<file path="src/rtl/bcd_to_binary_seq_pkg.sv">
// Shared BCD segment definitions and converter state encodings.
// Also used by the binary-to-BCD display path.
package bcd_to_binary_seq_pkg;

  localparam int BCD_DIGIT_W = 4;
  localparam logic [BCD_DIGIT_W-1:0] BCD_MAX_DIGIT = 4'd9;

  typedef enum logic [1:0] {
    ST_IDLE = 2'd0,
    ST_CONV = 2'd1,
    ST_DONE = 2'd2
  } bcd_state_t;

endpackage

</file>
<file path="src/rtl/bcd_mac10.sv">
// One Horner step: acc*10 + digit, flagging a non-BCD digit.
// Built from shifts so no multiplier is needed.
module bcd_mac10
  import bcd_to_binary_seq_pkg::*;
#(
  parameter int OUT_W = 16
) (
  input  logic [OUT_W-1:0]       acc_i,
  input  logic [BCD_DIGIT_W-1:0] digit_i,
  output logic [OUT_W-1:0]       acc_o,
  output logic                   digit_bad_o
);

  always_comb begin
    acc_o = (acc_i << 3) + (acc_i << 1) + OUT_W'(digit_i);
    digit_bad_o = digit_i > BCD_MAX_DIGIT;
  end

endmodule

</file>
<file path="src/rtl/bcd_to_binary_seq.sv">
// Digit-serial BCD to binary converter, most significant digit first.
// Result and error flag are registered and held between conversions.
module bcd_to_binary_seq
  import bcd_to_binary_seq_pkg::*;
#(
  parameter int DIGITS = 4,
  parameter int OUT_W  = 16
) (
  input  logic                   clk,
  input  logic                   rst_n,
  input  logic                   start,
  input  logic [BCD_DIGIT_W-1:0] bcd_3,
  input  logic [BCD_DIGIT_W-1:0] bcd_2,
  input  logic [BCD_DIGIT_W-1:0] bcd_1,
  input  logic [BCD_DIGIT_W-1:0] bcd_0,
  output logic                   busy,
  output logic                   done,
  output logic [OUT_W-1:0]       binary,
  output logic                   err
);

  localparam int CW = (DIGITS > 1) ? $clog2(DIGITS) : 1;

  bcd_state_t state_q, state_d;
  logic [CW-1:0] cnt_q, cnt_d;
  logic [OUT_W-1:0] acc_q, acc_d;
  logic errint_q, errint_d;
  logic [BCD_DIGIT_W-1:0] dig_q [DIGITS];
  logic [BCD_DIGIT_W-1:0] dig_d [DIGITS];
  logic [OUT_W-1:0] bin_q, bin_d;
  logic err_q, err_d;
  logic done_q, done_d;
  logic busy_q, busy_d;

  logic [OUT_W-1:0] mac_acc;
  logic mac_bad;

  bcd_mac10 #(
    .OUT_W(OUT_W)
  ) u_mac (
    .acc_i      (acc_q),
    .digit_i    (dig_q[cnt_q]),
    .acc_o      (mac_acc),
    .digit_bad_o(mac_bad)
  );

  always_comb begin
    state_d  = state_q;
    cnt_d    = cnt_q;
    acc_d    = acc_q;
    errint_d = errint_q;
    dig_d    = dig_q;
    bin_d    = bin_q;
    err_d    = err_q;
    done_d   = 1'b0;
    unique case (state_q)
      ST_IDLE: begin
        if (start) begin
          dig_d[0] = bcd_0;
          dig_d[1] = bcd_1;
          dig_d[2] = bcd_2;
          dig_d[3] = bcd_3;
          acc_d    = '0;
          cnt_d    = CW'(DIGITS - 1);
          errint_d = 1'b0;
          state_d  = ST_CONV;
        end
      end
      ST_CONV: begin
        // bad digits keep going; only the final result is squashed
        acc_d    = mac_acc;
        errint_d = errint_q | mac_bad;
        if (cnt_q == '0) begin
          state_d = ST_DONE;
        end else begin
          cnt_d = cnt_q - 1'b1;
        end
      end
      ST_DONE: begin
        bin_d   = errint_q ? '0 : acc_q;
        err_d   = errint_q;
        done_d  = 1'b1;
        state_d = ST_IDLE;
      end
      default: state_d = ST_IDLE;
    endcase
    busy_d = (state_d != ST_IDLE) || (state_q == ST_DONE);
  end

  always_ff @(posedge clk or negedge rst_n) begin
    if (!rst_n) begin
      state_q  <= ST_IDLE;
      cnt_q    <= '0;
      acc_q    <= '0;
      errint_q <= 1'b0;
      for (int i = 0; i < DIGITS; i++) dig_q[i] <= '0;
      bin_q    <= '0;
      err_q    <= 1'b0;
      done_q   <= 1'b0;
      busy_q   <= 1'b0;
    end else begin
      state_q  <= state_d;
      cnt_q    <= cnt_d;
      acc_q    <= acc_d;
      errint_q <= errint_d;
      dig_q    <= dig_d;
      bin_q    <= bin_d;
      err_q    <= err_d;
      done_q   <= done_d;
      busy_q   <= busy_d;
    end
  end

  assign busy   = busy_q;
  assign done   = done_q;
  assign binary = bin_q;
  assign err    = err_q;

endmodule

</file>
<file path="config.mk">
export PLATFORM = sky130hd
export DESIGN_NAME = bcd_to_binary_seq
export DESIGN_NICKNAME = d
export VERILOG_FILES = /design/src/rtl/bcd_to_binary_seq_pkg.sv /design/src/rtl/bcd_mac10.sv /design/src/rtl/bcd_to_binary_seq.sv
export SDC_FILE = /design/constraint.sdc
export NUM_CORES = 1
export LEC_CHECK = 0
export ABC_AREA = 1
export BUFFER_PORTS_ARGS = -buffer_cell sky130_fd_sc_hd__buf_2
export CORE_MARGIN = 3
export CORE_UTILIZATION = 59
export DETAILED_ROUTE_END_ITERATION = 10
export MAX_ROUTING_LAYER = met4
export PLACE_DENSITY = 0.8
export SYNTH_ARGS = -nofsm -noshare
export SYNTH_HDL_FRONTEND = slang
export SYNTH_HIERARCHICAL = 1
export SYNTH_SLANG_ARGS = --single-unit
</file>
<file path="constraint.sdc">
create_clock -name clk -period 3.3 [get_ports clk]
set_clock_uncertainty 0.15 [all_clocks]
set_input_delay 0.33 -clock clk [delete_from_list [all_inputs] [get_ports clk]]
set_output_delay 0.33 -clock clk [all_outputs]
set_load 0.05 [all_outputs]
</file>
* Word level (Yosys, flattened, before mapping) *
Cells that the tools add are included.
Widths: inputs -> output; s select.

operators by class
  add/sub/neg operators = 3
  $lt $le $gt $ge = 2
  equal/unequal tests = 4
  muxes and demuxes = 15
  bitwise operators = 2
  reductions and logical operators = 8

operator list
  kind                 count
  $mux 16              2
  $pmux 16 s2          1
  $add 16x16->16       1
  $add 16x4->16        1
  $bmux 4 s2           1
  $mux 2               4
  $mux 4               2
  $pmux 2 s2           2
  $gt 4x4->1 const B   1
  $logic_not 2->1      2
  $ne 2x2->1 const B   2
  $reduce_and 2->1     2
  $reduce_bool 2->1    2
  $ge 3x3->1 const B   1
  $not 2->3            1
  $reduce_and 3->1     1
  $eq 2x1->1 const B   1
  $eq 2x2->1 const B   1
  $mux 1               2
  $pmux 1 s2           1
  $sub 2x1->2 const B  1
  $logic_or 1x1->1     1
  $or 1x1->1           1

storage, ports and cells
  bits in registers = 56
  input port bits = 19

* Logic depth before layout (Yosys ltp) *
  word-level depth = 7
  mapped depth = 18
  mapped depth without buffers = 18

* By module *
The synthesis kept the hierarchy.

by module, submodules not included
  module             instances  cells an instance  area each (µm²)
  bcd_to_binary_seq  1          274                2,367.3
  bcd_mac10          1          169                991.0

* Least setup slack after synthesis *
Ideal clock, no wire load.

  path kind = reg2reg
  start point = register cnt_q[0]
  end point = register acc_q[8]
  library setup time = 0.066 ns
  arrival = 2.470 ns
  data required time = 3.084 ns
  path slack = 0.614 ns
  stages on the path, launching flop included = 14
  buffers on the path = 1
  period minus slack after synthesis = 2.686 ns
  cells stage by stage = dfrtp_1 > inv_1 > buf_2 > o21ai_0 > nand2_1 > inv_1 > fa_1 > fa_1 > nor2_1 > nor2_2 > o21ai_2 > xor2_1 > nand3_1 > nand2_1

on the way
  word-level cells in the longest chain between the ends = 6

ends and longest elaborated chain
  element                                    line                      RTL
  start, declared                            bcd_to_binary_seq.sv:25   logic [CW-1:0] cnt_q, cnt_d;
  start signal, assigned                     bcd_to_binary_seq.sv:103  cnt_q <= cnt_d;
  $not 2->3 (implied by the code)            bcd_to_binary_seq.sv:42   .digit_i (dig_q[cnt_q]),
  $bmux 4 s2                                 bcd_to_binary_seq.sv:42
  $mux 4 (implied by the code) (2 in a row)  bcd_to_binary_seq.sv:42
  $add 16x4->16                              bcd_mac10.sv:15           acc_o = (acc_i << 3) + (acc_i << 1) + OUT_W'(digit_i);
  named net mac_acc[8]                       bcd_to_binary_seq.sv:35   logic [OUT_W-1:0] mac_acc;
  $pmux 16 s2                                bcd_to_binary_seq.sv:56   unique case (state_q)
  end signal, assigned                       bcd_to_binary_seq.sv:94   acc_q <= '0;
  end signal, assigned                       bcd_to_binary_seq.sv:104  acc_q <= acc_d;
  end, declared                              bcd_to_binary_seq.sv:26   logic [OUT_W-1:0] acc_q, acc_d;

The timed path passes the listed nets, and every way through them passes these cells. The select of a mux whose other input is x is not followed.
A chain may end at the register's enable or synchronous reset.

* Worst setup path in the final report *
  start point = register cnt_q[0]
  end point = register acc_q[14]

The elaborated chain is that of the path after synthesis.

==> run summary <==
Once detail routing completed, the nets flagged for antenna violations numbered 0. Pin count of the biggest net entering global routing: 32. The number of buffers added on ports came out at 37. For this block, the routed nets add up to 7.250 mm of wire. Number of synthesis warnings: 6. The clock network fraction of total power is 0.091.

Most common cell after layout, fill and taps aside: sky130_fd_sc_hd__nand2_1. The share of power burned in registers was 0.305. The number of clock buffers added by TritonCTS is 5.

The cell repeated most along the worst path is sky130_fd_sc_hd__nand2_1. In this design, the largest share of critical-path delay is due to adder cells. In this run the horizontal extent of the chip is 81.45 um.

Adding up every negative setup slack in the final design gives 0 ps. The floorplan step set the die height to 81.45 um. Among all flip-flop cells after synthesis, the most frequent one is sky130_fd_sc_hd__dfrtp_1.

The internal portion of the total power is 2.045 mW. In this run the most used layer during global routing was met1. The combinational power share is 0.604, and the number of buffers and inverters on the critical path is 3.

Area of the multi-input gates: 0.001702 mm2. Global-route track usage on met3: 0.03070. For the worst hold slack across all endpoints, the log shows 94.42 ps. Sort of element at the start of the critical path: a flip-flop. The tools report the count of final max-slew check failures as 0. For the number of different library cells in the post-synthesis netlist, the log shows 30.

The starting density of the core was 0.6333; the largest voltage drop on the vdd net was 0.6343 mV. The violation count after the first detailed-route iteration is 176, and the total number of vias is 2845. Compared with the post-synthesis result, the final layout area differs by 8.867%.

The run finished with clean final reports. The logs give 0.003358 mm2 for the netlist area before placement and 491 for the net count after synthesis. The type of the worst min-delay path was input pin to flip-flop. For the total global routing track utilization, the log shows 0.2427.

The tightest slew margin relative to the limit was 0.4192; the die area was 0.006633 mm2. The clock passes through at most 2 buffers. Setup repair after global routing left no endpoint under its margin.

Clock latency of the later-clocked register in the worst-skew pair: 310 ps. STA puts the critical path data required time at 3410 ps. The number of I/O pins was 38; the final total power was 4.244 mW. The number of antenna violations at the first check in global routing is 0.

The leakage power total is 2.170 nW, and the fmax is 341.0 MHz. Share of total power consumed by net switching: 0.5182. TritonCTS built the clock tree. The average routed wire per standard cell was 13.28 um. Setup violations remaining at the end of the flow were counted as 0. The fraction of final layout cells sized beyond drive strength 1 was 0.1176. The logs give 0.4173 for the post-synthesis sequential area ratio and 4 for the number of optimization iterations in the first detailed-route pass. The number of levels the H-tree was split into was 2; the average via count per standard cell was 5.211. The clock period could shrink to 2933 ps.

After synthesis, the mean cell area works out to 7.581 um2. Counting every sink on the clock net gives 56. The maximum fanout encountered on the critical timing path was 13; the worst stage delay on the critical path was 490 ps. In the layout the commonest cells are sky130_fd_sc_hd__nand2_1, sky130_fd_sc_hd__dfrtp_1, sky130_fd_sc_hd__nand3_1. The final estimated routing congestion in global placement was 0.9804. The first global-routing pass estimated 12.15 mm of wire. In this run, synthesis produced a sequential element count of 56. In this run the core area contains 26 standard-cell rows. In the final layout, flip-flops and latches occupy 0.001401 mm2. The logs give 0.3733 for the global routing met1 resource utilization and 2508 for the via count of the first global-routing pass.

In this run the power spent charging and discharging nets is 2.199 mW. The critical path goes through inv_1 > nand2_1 > o211ai_1 > nand2_1 > inv_1 > fa_1 > fa_1 > nor2_1 > nor2_2 > inv_1 > nand2_1 > nand3_1 > nand2_1 > nand2_1 > nand3_1 > nand2_1. Data arrives at the worst endpoint at 3040 ps. 0 antenna diodes ended up in the layout. The transition time of the tightest slew-check pin was 871.2 ps.

Clock-pin slew was measured on the worst setup and hold paths at 100 ps. The synthesized instance count was 443; the global routing met2 resource utilization was 0.3453. Global routing finished with a remaining overflow of 0.

Share of synthesized flip-flops with an asynchronous set or reset: 1.000. The number of max-cap violations came out at 0. For the final number of hold-violating endpoints, the log shows 0.

In this run, synthesis inferred 0 flip-flops with an integrated enable. For this run, the post-layout net count is 523. In the routed design, unresolved DRC markers number 0. The tools report the root buffer selected by CTS as sky130_fd_sc_hd__clkbuf_8. The worst setup path is captured at a flip-flop. The final critical-path share of the clock period is 0.8887, and the power density of the placed cells is 1161 mW/mm2.

The critical path's slowest cell is sky130_fd_sc_hd__fa_1. The number of fill cells in the layout came out at 454. For the post-cts sizing count, the log shows 0. Once detailed placement completed, the half-perimeter wirelength came to 5.538 mm. Core area: 0.005303 mm2. The path type of the worst setup path is flip-flop to flip-flop.
sequential cells by signal (all words and copies together) (netlist names):
signal    count
errint_q      1
done          1
dig_q        16
state_q       2
cnt_q         2
binary       16
busy          1
acc_q        16
err           1
cells by family after synthesis:
logic type,Yosys count,synth area share
AOI/OAI and AO/OA,18,0.03279
xor gates and xnor gates,9,0.02347
adders and majority gates,29,0.1125
buffers and inverters,59,0.07600
DFF,56,0.4173
and+or+nand+nor,272,0.3379
worst min-delay path, stage by stage:
cell and delay, ps:
sky130_fd_sc_hd__buf_2 70, sky130_fd_sc_hd__nand3_1 60, sky130_fd_sc_hd__nand2_1 60
power groups by stage:
stage	logic [mW]	registers [mW]	clock network, mW
after detailed placement	2.52	1.30	0
after floorplan	1.79	1.49	0
after global placement	2.47	1.29	0
final	2.56	1.30	0.386
after CTS	2.55	1.29	0.393
after global routing	2.92	1.33	0.417
per-layer routing:
metal  up-vias  routed length [um]
met5         -                   0
met4         0                  64
li1       1459                   -
met3         7                 363
met1      1305                3701
met2        74                3120
cell usage after synthesis, types with 2 or more instances:
master,n,area (um2)
sky130_fd_sc_hd__inv_2,2,7.510
sky130_fd_sc_hd__xnor2_1,6,52.55
sky130_fd_sc_hd__o21ai_2,2,17.52
sky130_fd_sc_hd__clkbuf_1,2,7.510
sky130_fd_sc_hd__ha_1,27,337.8
sky130_fd_sc_hd__nor3_1,2,10.01
sky130_fd_sc_hd__nand3_1,48,240.2
sky130_fd_sc_hd__nand4_1,3,18.77
sky130_fd_sc_hd__o21ai_0,4,20.02
sky130_fd_sc_hd__nand2_1,185,694.4
sky130_fd_sc_hd__fa_1,2,40.04
sky130_fd_sc_hd__nor2_1,28,105.1
sky130_fd_sc_hd__buf_2,9,45.04
sky130_fd_sc_hd__xor2_1,3,26.28
sky130_fd_sc_hd__inv_1,41,153.9
sky130_fd_sc_hd__a21oi_1,7,35.03
sky130_fd_sc_hd__dfrtp_1,56,1401
sky130_fd_sc_hd__o211ai_1,4,30.03
through the flow:
step	cell area [um2]	instances	setup WS (ps)	util
floorplan	3358	443	613.6	-
global placement	3556	537	481.9	0.6706
detailed placement	3556	537	408.1	0.6706
CTS	3656	546	382.4	0.6895
global route	3656	546	82.04	0.6895
finish	3656	546	367.2	0.6895
worst paths after layout:
| check | start | end | slack (ps) | depth (start not counted) |
|---|---|---|---|---|
| worst max register to register | cnt_q[0] | acc_q[14] | 370 | 16 |
| worst min-delay path | bcd_2[2] | dig_q[6] | 90 | 3 |
| max in group asynchronous | rst_n | state_q[0] | 1800 | 3 |
| worst min register to register | binary[7] | binary[7] | 330 | 2 |
| worst max-delay path | cnt_q[0] | acc_q[14] | 370 | 16 |
| min in group asynchronous | rst_n | binary[13] | 390 | 2 |
cell type report:
| cell class | count | area share |
|---|---|---|
| multi-input cells | 328 | 0.4654 |
| flip-flops and latches | 56 | 0.3833 |
| repair buffers | 40 | 0.05749 |
| inverters | 44 | 0.04517 |
| well taps | 70 | 0.02396 |
| clock buffers | 5 | 0.01882 |
| clock inverters | 3 | 0.005818 |
timing repair:
| action | in CTS | in global routing |
|---|---|---|
| hold buffers | 1 | 0 |
| buffers inserted | 0 | 0 |
| endpoints found under the hold margin | 25 | 0 |
Note: power is estimated with default switching activity, not from simulation.
